`config.mk`:
```
export PLATFORM = sky130hd
export DESIGN_NAME = acc_src_sel_pipe
export DESIGN_NICKNAME = d
export VERILOG_FILES = /design/src/rtl/acc_src_sel_pipe.sv
export SDC_FILE = /design/constraint.sdc
export NUM_CORES = 1
export LEC_CHECK = 0
export ABC_AREA = 1
export CAP_MARGIN = 20
export CORE_MARGIN = 3
export CORE_UTILIZATION = 50
export CTS_BUF_LIST = sky130_fd_sc_hd__clkbuf_4
export DETAILED_ROUTE_END_ITERATION = 16
export PLACE_DENSITY_LB_ADDON = 0.2
export SLEW_MARGIN = 40
export SYNTH_ARGS = -nofsm -noshare
export SYNTH_HDL_FRONTEND = slang
export SYNTH_SLANG_ARGS = --single-unit
export TNS_END_PERCENT = 100
```
`constraint.sdc`:
```
create_clock -name clk_i -period 2.25 [get_ports clk_i]
set_input_delay 0.5625 -clock clk_i [delete_from_list [all_inputs] [get_ports clk_i]]
set_output_delay 0.5625 -clock clk_i [all_outputs]
set_load 0.1 [all_outputs]
```
`src/rtl/acc_src_sel_pipe.sv`:
```
// Accumulator-source selector: N_SRC-way word mux, registered behind a
// valid/ready handshake with a 2-entry skid buffer and a sticky illegal-select flag.
module acc_src_sel_pipe #(
    parameter int unsigned DATA_W = 11,
    parameter int unsigned N_SRC  = 3,
    parameter int unsigned SEL_W  = 2,
    parameter logic [DATA_W-1:0] RST_VAL = '0
) (
    input  logic                    clk_i,
    input  logic                    rst_i,
    input  logic [N_SRC*DATA_W-1:0] src_data_i,
    input  logic [SEL_W-1:0]        sel_i,
    input  logic                    in_valid_i,
    output logic                    in_ready_o,
    output logic [DATA_W-1:0]       out_data_o,
    output logic                    out_valid_o,
    input  logic                    out_ready_i,
    output logic [SEL_W-1:0]        out_sel_o,
    output logic                    sel_err_o,
    input  logic                    err_clr_i
);

    typedef enum logic [1:0] {
        ST_EMPTY = 2'd0,
        ST_FULL  = 2'd1,
        ST_SKID  = 2'd2
    } state_t;

    state_t              state_q, state_d;
    logic [DATA_W-1:0]   main_data_q, main_data_d;
    logic [SEL_W-1:0]    main_sel_q, main_sel_d;
    logic [DATA_W-1:0]   skid_data_q, skid_data_d;
    logic [SEL_W-1:0]    skid_sel_q, skid_sel_d;
    logic                out_valid_q, out_valid_d;
    logic                in_ready_q, in_ready_d;
    logic                sel_err_q, sel_err_d;

    logic [DATA_W-1:0]   sel_word;
    logic                sel_legal;
    logic                accept;
    logic                consume;
    logic                push;

    // Source mux; out-of-range codes never index past the flattened bus
    always_comb begin
        sel_word = '0;
        for (int k = 0; k < int'(N_SRC); k++) begin
            if (sel_i == SEL_W'(k)) begin
                sel_word = src_data_i[k*DATA_W +: DATA_W];
            end
        end
    end

    assign sel_legal = ({1'b0, sel_i} < (SEL_W+1)'(N_SRC));
    assign accept    = in_valid_i & in_ready_q;
    assign consume   = out_valid_q & out_ready_i;
    assign push      = accept & sel_legal;

    // Next-state: occupancy FSM, data movement, and registered handshake flags
    always_comb begin
        state_d     = state_q;
        main_data_d = main_data_q;
        main_sel_d  = main_sel_q;
        skid_data_d = skid_data_q;
        skid_sel_d  = skid_sel_q;
        sel_err_d   = sel_err_q;

        unique case (state_q)
            ST_EMPTY: begin
                if (push) begin
                    main_data_d = sel_word;
                    main_sel_d  = sel_i;
                    state_d     = ST_FULL;
                end
            end
            ST_FULL: begin
                if (push && consume) begin
                    main_data_d = sel_word;
                    main_sel_d  = sel_i;
                end else if (push) begin
                    skid_data_d = sel_word;
                    skid_sel_d  = sel_i;
                    state_d     = ST_SKID;
                end else if (consume) begin
                    state_d = ST_EMPTY;
                end
            end
            ST_SKID: begin
                if (consume) begin
                    main_data_d = skid_data_q;
                    main_sel_d  = skid_sel_q;
                    state_d     = ST_FULL;
                end
            end
            default: state_d = ST_EMPTY;
        endcase

        // Set has priority over clear
        if (accept && !sel_legal) begin
            sel_err_d = 1'b1;
        end else if (err_clr_i) begin
            sel_err_d = 1'b0;
        end

        out_valid_d = (state_d != ST_EMPTY);
        in_ready_d  = (state_d != ST_SKID);
    end

    always_ff @(posedge clk_i or posedge rst_i) begin
        if (rst_i) begin
            state_q     <= ST_EMPTY;
            main_data_q <= RST_VAL;
            main_sel_q  <= '0;
            skid_data_q <= '0;
            skid_sel_q  <= '0;
            out_valid_q <= 1'b0;
            in_ready_q  <= 1'b1;
            sel_err_q   <= 1'b0;
        end else begin
            state_q     <= state_d;
            main_data_q <= main_data_d;
            main_sel_q  <= main_sel_d;
            skid_data_q <= skid_data_d;
            skid_sel_q  <= skid_sel_d;
            out_valid_q <= out_valid_d;
            in_ready_q  <= in_ready_d;
            sel_err_q   <= sel_err_d;
        end
    end

    assign out_data_o  = main_data_q;
    assign out_sel_o   = main_sel_q;
    assign out_valid_o = out_valid_q;
    assign in_ready_o  = in_ready_q;
    assign sel_err_o   = sel_err_q;

endmodule

```
==> results of run 1 <==
## worst max-delay path: stages
cell and delay (ns):
clkdlybuf4s50_1 0.45, nor2_1 0.55, nand2_1 0.12, nand3_1 0.15, nand2_1 0.07, nand2_1 0.07, nand2_1 0.05, nand2_1 0.05
## final timing paths
path	from	to	slack, ns	cells after the start
setup / recovery	sel_i[1]	out_data_o[10]	0.43	8
hold / removal	out_data_o[6]	out_data_o[6]	0.49	2
setup reg to reg	state_q[0]	out_sel_o[1]	0.78	6
hold reg to reg	out_data_o[6]	out_data_o[6]	0.49	2
max in group asynchronous	rst_i	in_ready_o	1.33	3
min in group asynchronous	rst_i	out_data_o[3]	0.60	3
## cell usage after synthesis
cell / instances / share of area
buf_4: 1 / 0.0046
o22ai_1: 1 / 0.0038
inv_2: 3 / 0.0069
nor2_1: 2 / 0.0046
nand2_1: 130 / 0.30
nand2_2: 2 / 0.0077
dfstp_2: 1 / 0.016
buf_6: 2 / 0.014
buf_2: 8 / 0.025
o21ai_0: 4 / 0.012
nand3_2: 1 / 0.0061
nand3_1: 34 / 0.10
nand3_4: 1 / 0.011
inv_1: 9 / 0.021
o21ai_1: 1 / 0.0031
dfrtp_1: 30 / 0.46
## per-stage QoR
step | power [uW] | util
after global placement | 2690 | 0.702
after CTS | 3150 | 0.726
after global routing | 3330 | 0.726
after detailed placement | 2720 | 0.702
final | 3130 | 0.726
after floorplan | 2350 | -
## power by group
| group | leakage [uW] | switching [uW] | internal, uW | total (uW) |
|---|---|---|---|---|
| logic | 0.000761 | 1340 | 427 | 1760 |
| clock network | 0.0000426 | 193 | 228 | 421 |
| registers | 0.000395 | 143 | 807 | 950 |
## metal layers
layer  track usage  up-vias  routed length, um
met5             0        -                  0
met4         0.102        0                 79
met3        0.0588        5                301
met2         0.303       65               1540
met1         0.300      687               1810
li1              -      819                  -
## state kept, by name, summed over array words and instances, names as in the netlist
name	count
sel_err_o	1
in_ready_o	1
state_q	2
out_data_o	11
out_valid_o	1
out_sel_o	2
skid_sel_q	2
skid_data_q	11
## cells by family after synthesis
| group | Yosys count |
|---|---|
| DFF | 31 |
| AOI/OAI and AO/OA | 6 |
| and+or+nand+nor | 170 |
| buffers and inverters | 23 |
## layout make-up
class / count / area share
tap: 44 / 0.0246
clock buffer: 5 / 0.0168
clock inverter: 3 / 0.0173
inverter: 12 / 0.0201
sequential: 31 / 0.348
multi-input combinational: 176 / 0.330
timing repair buffer: 58 / 0.244
==> results by stage, run 1 <==
Clock network:
- After clock tree synthesis, the repair step resized 0 gates.
- The clock reaches the later pin of the worst-skew pair after about 0.34 ns.
- The H-tree generated during clock tree synthesis spans 2 levels.
- The total of hold buffers inserted after clock tree synthesis is 0.
- Clock-pin slew was measured on the worst setup and hold paths at around 0.1 ns.
- The root buffer selected by CTS is clkbuf_4.
- Once the clock tree was built, the setup fixing pass inserted 0 buffers.
- The number of clock buffers added by TritonCTS is 5.
- The clock tree from TritonCTS is yes.
- The CTS sink count is 31.
- The maximum clock insertion buffer count is 2.

Yosys:
- The post-synthesis register bit count is 31.
- The net count of the mapped netlist is 270.
- By area, the combinational part of the netlist is dominated by simple AND/OR/NAND/NOR gates.
- The share of cell area taken by muxes after synthesis is 0.
- The fraction of the mapped netlist area in compound gates is 0.0192.
- The share of the synthesized netlist area taken by xor and xnor gates is 0.
- The count of cell types in the netlist is 16.
- Yosys printed 0 warnings.
- The sequential area share after synthesis is 0.477.
- Each instance of the synthesized netlist takes up on average between 7 and 8 um^2.
- The mapped cell area is approximately 1600 um^2.
- Of the total synthesized cell area, the portion taken by full adders, half adders and majority gates is 0.
- Of the total synthesized cell area, the portion taken by AND, OR, NAND and NOR gates is 0.433.
- The cell count after synthesis is between 200 and 250.

Floorplan:
- The initialized floorplan defines 20 standard-cell rows.
- The floorplan step defined a die boundary enclosing slightly below 4000 um^2.
- The overall die height is roughly 63 um.
- The initial utilization of the core area, before any placement, comes to 0.529.
- The die is around 63 um wide.
- The number of primary I/O pins is 56.
- The placeable core area is between 3000 and 4000 um^2.

Power:
- The leakage power total is around 0.0012 uW.
- The power density relative to cell area is 1400 nW/um^2.
- The worst-case IR drop observed on VDD is between 700 and 800 uV.

Critical path:
- The category of the worst setup path capture point is a flip-flop.
- For the worst setup path, the data required time is about 2.5 ns.
- Along the worst path, the maximum fanout reaches 11.
- The startpoint type of the worst setup path is an input pin.
- The arrival time at the worst endpoint is about 2.1 ns.
- The classification of the worst setup path is input pin to flip-flop.

Layout:
- The count of fill cells added during filler insertion is 258.
- The storage element area is 777 um^2.
- After routing the design area is around 2200 um^2.
- In the layout the commonest cells are nand2_1, clkdlybuf4s50_1, nand3_1.
- The leading cell type in the layout, fill and taps excluded is nand2_1.
- From synthesis to final layout, the design area changed by 37.3%.
- The area of combinational cells with multiple inputs is between 700 and 800 um^2.
- For this run, the number of standard cells in the final layout without fillers is ~330.
- The repair_antennas step left the layout with diodes totalling 0.
- The count of nets after finishing is 324.
- In the final layout, the share of cells above drive strength 1 is 0.119.

Global route:
- The initial antenna violation count is 0.
- The first global-routing pass estimated approximately 6600 um of wire.
- After global routing the overflow that remains totals 0.
- The largest net degree at the start of global routing is 32.
- The via count of the first global-routing pass was ~1500.
- Across every metal layer, demand over resource in global routing totals 0.213.

Place:
- Summing all placed instances gives a cell area of 2160 um^2.
- After legalization and detailed placement, the total HPWL measured 2740 um.
- The total instance count after detailed placement is between 300 and 400.
- The worst slack at placement is roughly 0.10 ns.
- The weighted congestion at the end of routability-driven global placement is roughly 0.8.
- The quantity of I/O buffers inserted on ports is between 50 and 60.

STA:
- The count of endpoints failing hold in the final timing report was 0.
- Setup repair after global routing left no endpoint under its margin.
- Headroom to the max-slew limit came out at 0.539.
- The max-slew violation count is 0.
- The maximum frequency from static timing analysis is about 550 MHz.
- For the finished layout, the period the worst path requires is 1.82 ns.
- Setup slack closes at roughly 0.43 ns.
- In the finished design, the share of the clock period the worst path needs comes to 0.809.
- The worst-margin pin slew is about 0.7 ns.
- The number of setup violations in the final report is 0.
- Summed over all failing endpoints, the final setup total negative slack is 0 ns.
- The worst clock skew is 0.0141 ns.
- The hold slack is between 0.4 and 0.5 ns.

Outcome:
- The flow ran to the end, and the final reports show no timing, DRC or antenna violations.

Drt:
- Once detail routing completed, the nets flagged for antenna violations numbered 0.
- The DRC violation total after the first TritonRoute iteration is 68.
- The final routed wirelength across all metal layers is ~3700 um.
- In the routed layout, each cell is associated on average with a via count of ~4.8.
- The count of unresolved DRC violations after routing is 0.
- The number of detailed-routing iterations run before antenna repair is 5.
- The detailed-route via count is 1576.
- Dividing the detail-routed wire length by the instance count gives 11.3 um.

Min path:
- The path type of the worst min-delay path is flip-flop to flip-flop.

Run:
- The tool flagged a number of max-cap violations equal to 0.
Note: power is estimated with default switching activity, not from simulation.
==> inputs of run 2 (changes only) <==
--- a/config.mk
+++ b/config.mk
@@ -8,7 +8,7 @@
 export ABC_AREA = 1
 export CAP_MARGIN = 20
 export CORE_MARGIN = 3
-export CORE_UTILIZATION = 50
+export CORE_UTILIZATION = 47
 export CTS_BUF_LIST = sky130_fd_sc_hd__clkbuf_4
 export DETAILED_ROUTE_END_ITERATION = 16
 export PLACE_DENSITY_LB_ADDON = 0.2
==> constraint.sdc (replaced) <==
create_clock -name clk_i -period 1.7 [get_ports clk_i]
set_input_delay 0.425 -clock clk_i [delete_from_list [all_inputs] [get_ports clk_i]]
set_output_delay 0.425 -clock clk_i [all_outputs]
set_load 0.1 [all_outputs]
==> results by stage, run 2 (synthesis gave the netlist of run 1 again) <==
Outcome:
- The run finished with clean final reports.

STA:
- At the pin with the least slew margin, the transition time is ~0.4 ns.
- The part of the cycle the worst path needs is 0.932.
- Setup repair after global routing could not meet its margin everywhere.
- The number of setup violations in the final report is 0.
- The worst clock skew is 0.00932 ns.
- The maximum frequency from static timing analysis is roughly 630 MHz.
- The worst pin sits at a relative slew slack of 0.732.
- The max-slew violation count came to 0.
- The count of endpoints failing hold in the final timing report came to 0.
- The minimum clock period after layout is between 1.5 and 2 ns.

Layout:
- The share of cells above drive strength 1 is 0.151.
- The final instance area is between 2000 and 2500 um^2.
- The library cell used most frequently in the layout, excluding fill and tap cells, is nand2_1.
- The multi-input combinational cells in the finished layout cover a total of roughly 740 um^2.
- For this run, the share of the core covered by cells in the final layout is 0.783.
- The sequential cells in the finished layout cover a total of approximately 780 um^2.
- The area growth from synthesis to layout is 52.8%.
- Leaving out fill and tap cells, the most frequent cells in the layout are nand2_1, clkdlybuf4s50_1, nand3_1.
- 0 antenna diodes ended up in the layout.
- At the end of the flow, the number of nets in the layout was approximately 330.
- The count of fill cells added during filler insertion is approximately 220.

Drt:
- Detailed routing inserted a total of 1657 vias.
- In the final routed layout, each cell accounts on average for 11.8 um.
- For this run, design rule violations remaining after detail routing come to 0.
- The final routed wirelength across all metal layers is between 3000 and 4000 um.
- The number of nets with antenna violations after detailed routing is 0.
- The DRC violation total after the first TritonRoute iteration is ~110.
- The pre-antenna-repair detailed-routing pass consisted of 4 iterations.
- The via density per instance is about 4.9.

Critical path:
- Data arrives at the worst endpoint at 1.81 ns.
- The category of the worst setup path capture point is a flip-flop.
- The data required time of the critical path is 1.93 ns.
- The highest cell delay on the worst timing path is 0.49 ns.
- The classification of the worst setup path is input pin to flip-flop.
- Walking the worst path, the cells encountered are clkdlybuf4s50_1, buf_4, inv_1, nand3_1, nand3_1, nand2_1, nand2_1, nand2_1, nand2_1.
- The startpoint type of the worst setup path is an input pin.
- The largest individual stage delay along the critical path comes from the cell clkdlybuf4s50_1.
- Of all nets on the critical path, the largest fanout is 13.
- The dominant cell type by count on the critical path is nand2_1.

Clock network:
- At the later pin of the worst-skew pair, clock insertion delay measures around 0.33 ns.
- Buffers inserted during clock tree synthesis total 5.
- TritonCTS built the clock tree.
- The maximum clock insertion buffer count is 2.
- The root buffer selected by CTS is clkbuf_4.
- The tree built by TritonCTS fans out to 31 sinks.
- The number of H-tree branching levels is 2.
- The clock slew at the register clock pins of the worst setup and hold paths is approximately 0.090 ns.

Min path:
- The worst hold path belongs to the class input pin to asynchronous set/reset pin.

Global route:
- The initial antenna violation count came to 0.
- The first global-routing pass estimated about 7000 um of wire.
- The largest net degree at the start of global routing is 32.
- In the global route stage, overall resource usage came out at 0.216.
- The global route total overflow is 0.
- The via count of the first global-routing pass is between 1500 and 2000.

Power:
- The worst-case IR drop observed on VDD is approximately 1100 uV.
- The power density relative to cell area is 1840 nW/um^2.
- The leakage power total is about 0.0013 uW.

Floorplan:
- The die covers ~4200 um^2.
- The row count is 20.
- The x dimension of the die is about 65 um.
- The placeable core area is 3180 um^2.
- The initial core utilization is 0.513.
- Measured along the y axis, the die boundary spans 64.9 um.
- The number of primary I/O pins is 56.

Place:
- During placement, the flow inserted port buffers numbering 55.
- The detailed placement HPWL is 3080 um.
- The area after detailed placement is 2430 um^2.
- The weighted congestion at the end of routability-driven global placement is between 0.8 and 0.9.

Run:
- Across the run, the number of max-cap violations was 0.
run 2: layout make-up:
class	instances	share of cell area
Clock buffer	8	0.0241
Sequential cell	31	0.313
Inverter	12	0.0181
Multi-Input combinational cell	176	0.297
Timing Repair Buffer	65	0.326
Tap cell	44	0.0221
run 2: through the flow:
| step | setup WS [ns] | setup TNS, ns | hold slack, ns | std cells | total power (uW) |
|---|---|---|---|---|---|
| after floorplan | 0.0757 | 0 | 0.449 | 230 | 3110 |
| after global placement | -0.200 | -3.74 | 0.462 | 328 | 4110 |
| after detailed placement | -0.238 | -4.78 | 0.466 | 328 | 4160 |
| after CTS | 0.115 | 0 | 0.417 | 336 | 4610 |
| after global routing | -0.00520 | -0.00520 | 0.444 | 336 | 4850 |
| final | 0.116 | 0 | 0.426 | 336 | 4580 |
run 2: final timing paths:
| path | start | endpoint | slack, ns | cells past startpoint |
|---|---|---|---|---|
| max in group asynchronous | rst_i | in_ready_o | 1.03 | 3 |
| hold / removal | rst_i | out_data_o[0] | 0.43 | 3 |
| setup / recovery | sel_i[0] | out_data_o[5] | 0.12 | 9 |
| min in group clk_i | skid_data_q[1] | skid_data_q[1] | 0.49 | 2 |
| setup reg to reg | in_ready_o | out_data_o[3] | 0.39 | 6 |
| hold reg to reg | skid_data_q[1] | skid_data_q[1] | 0.49 | 2 |
run 2: critical path: cells and delay by family:
kind                   cells  cell delay (ns)
AND/OR/NAND/NOR            6             0.50
buffers and inverters      3             0.89
run 2: repair_timing:
item | 4_1_cts | 5_1_grt
hold buffers | 0 | 0
gates resized for setup | 0 | 1
buffers inserted | 0 | 0
endpoints found under the setup margin | 0 | 6
run 2: per-layer routing:
| layer | track usage | up-vias | routed length (um) |
|---|---|---|---|
| li1 | - | 837 | - |
| met1 | 0.285 | 745 | 1800 |
| met2 | 0.344 | 70 | 1810 |
| met3 | 0.0451 | 5 | 275 |
| met4 | 0.0871 | 0 | 67 |
| met5 | 0 | - | 0 |
run 2: power breakdown:
part	internal, uW	total, uW	leakage (uW)	switching, uW
combinational	1000	2810	0.000858	1810
sequential	1070	1330	0.000394	255
clock	212	442	0.0000368	230
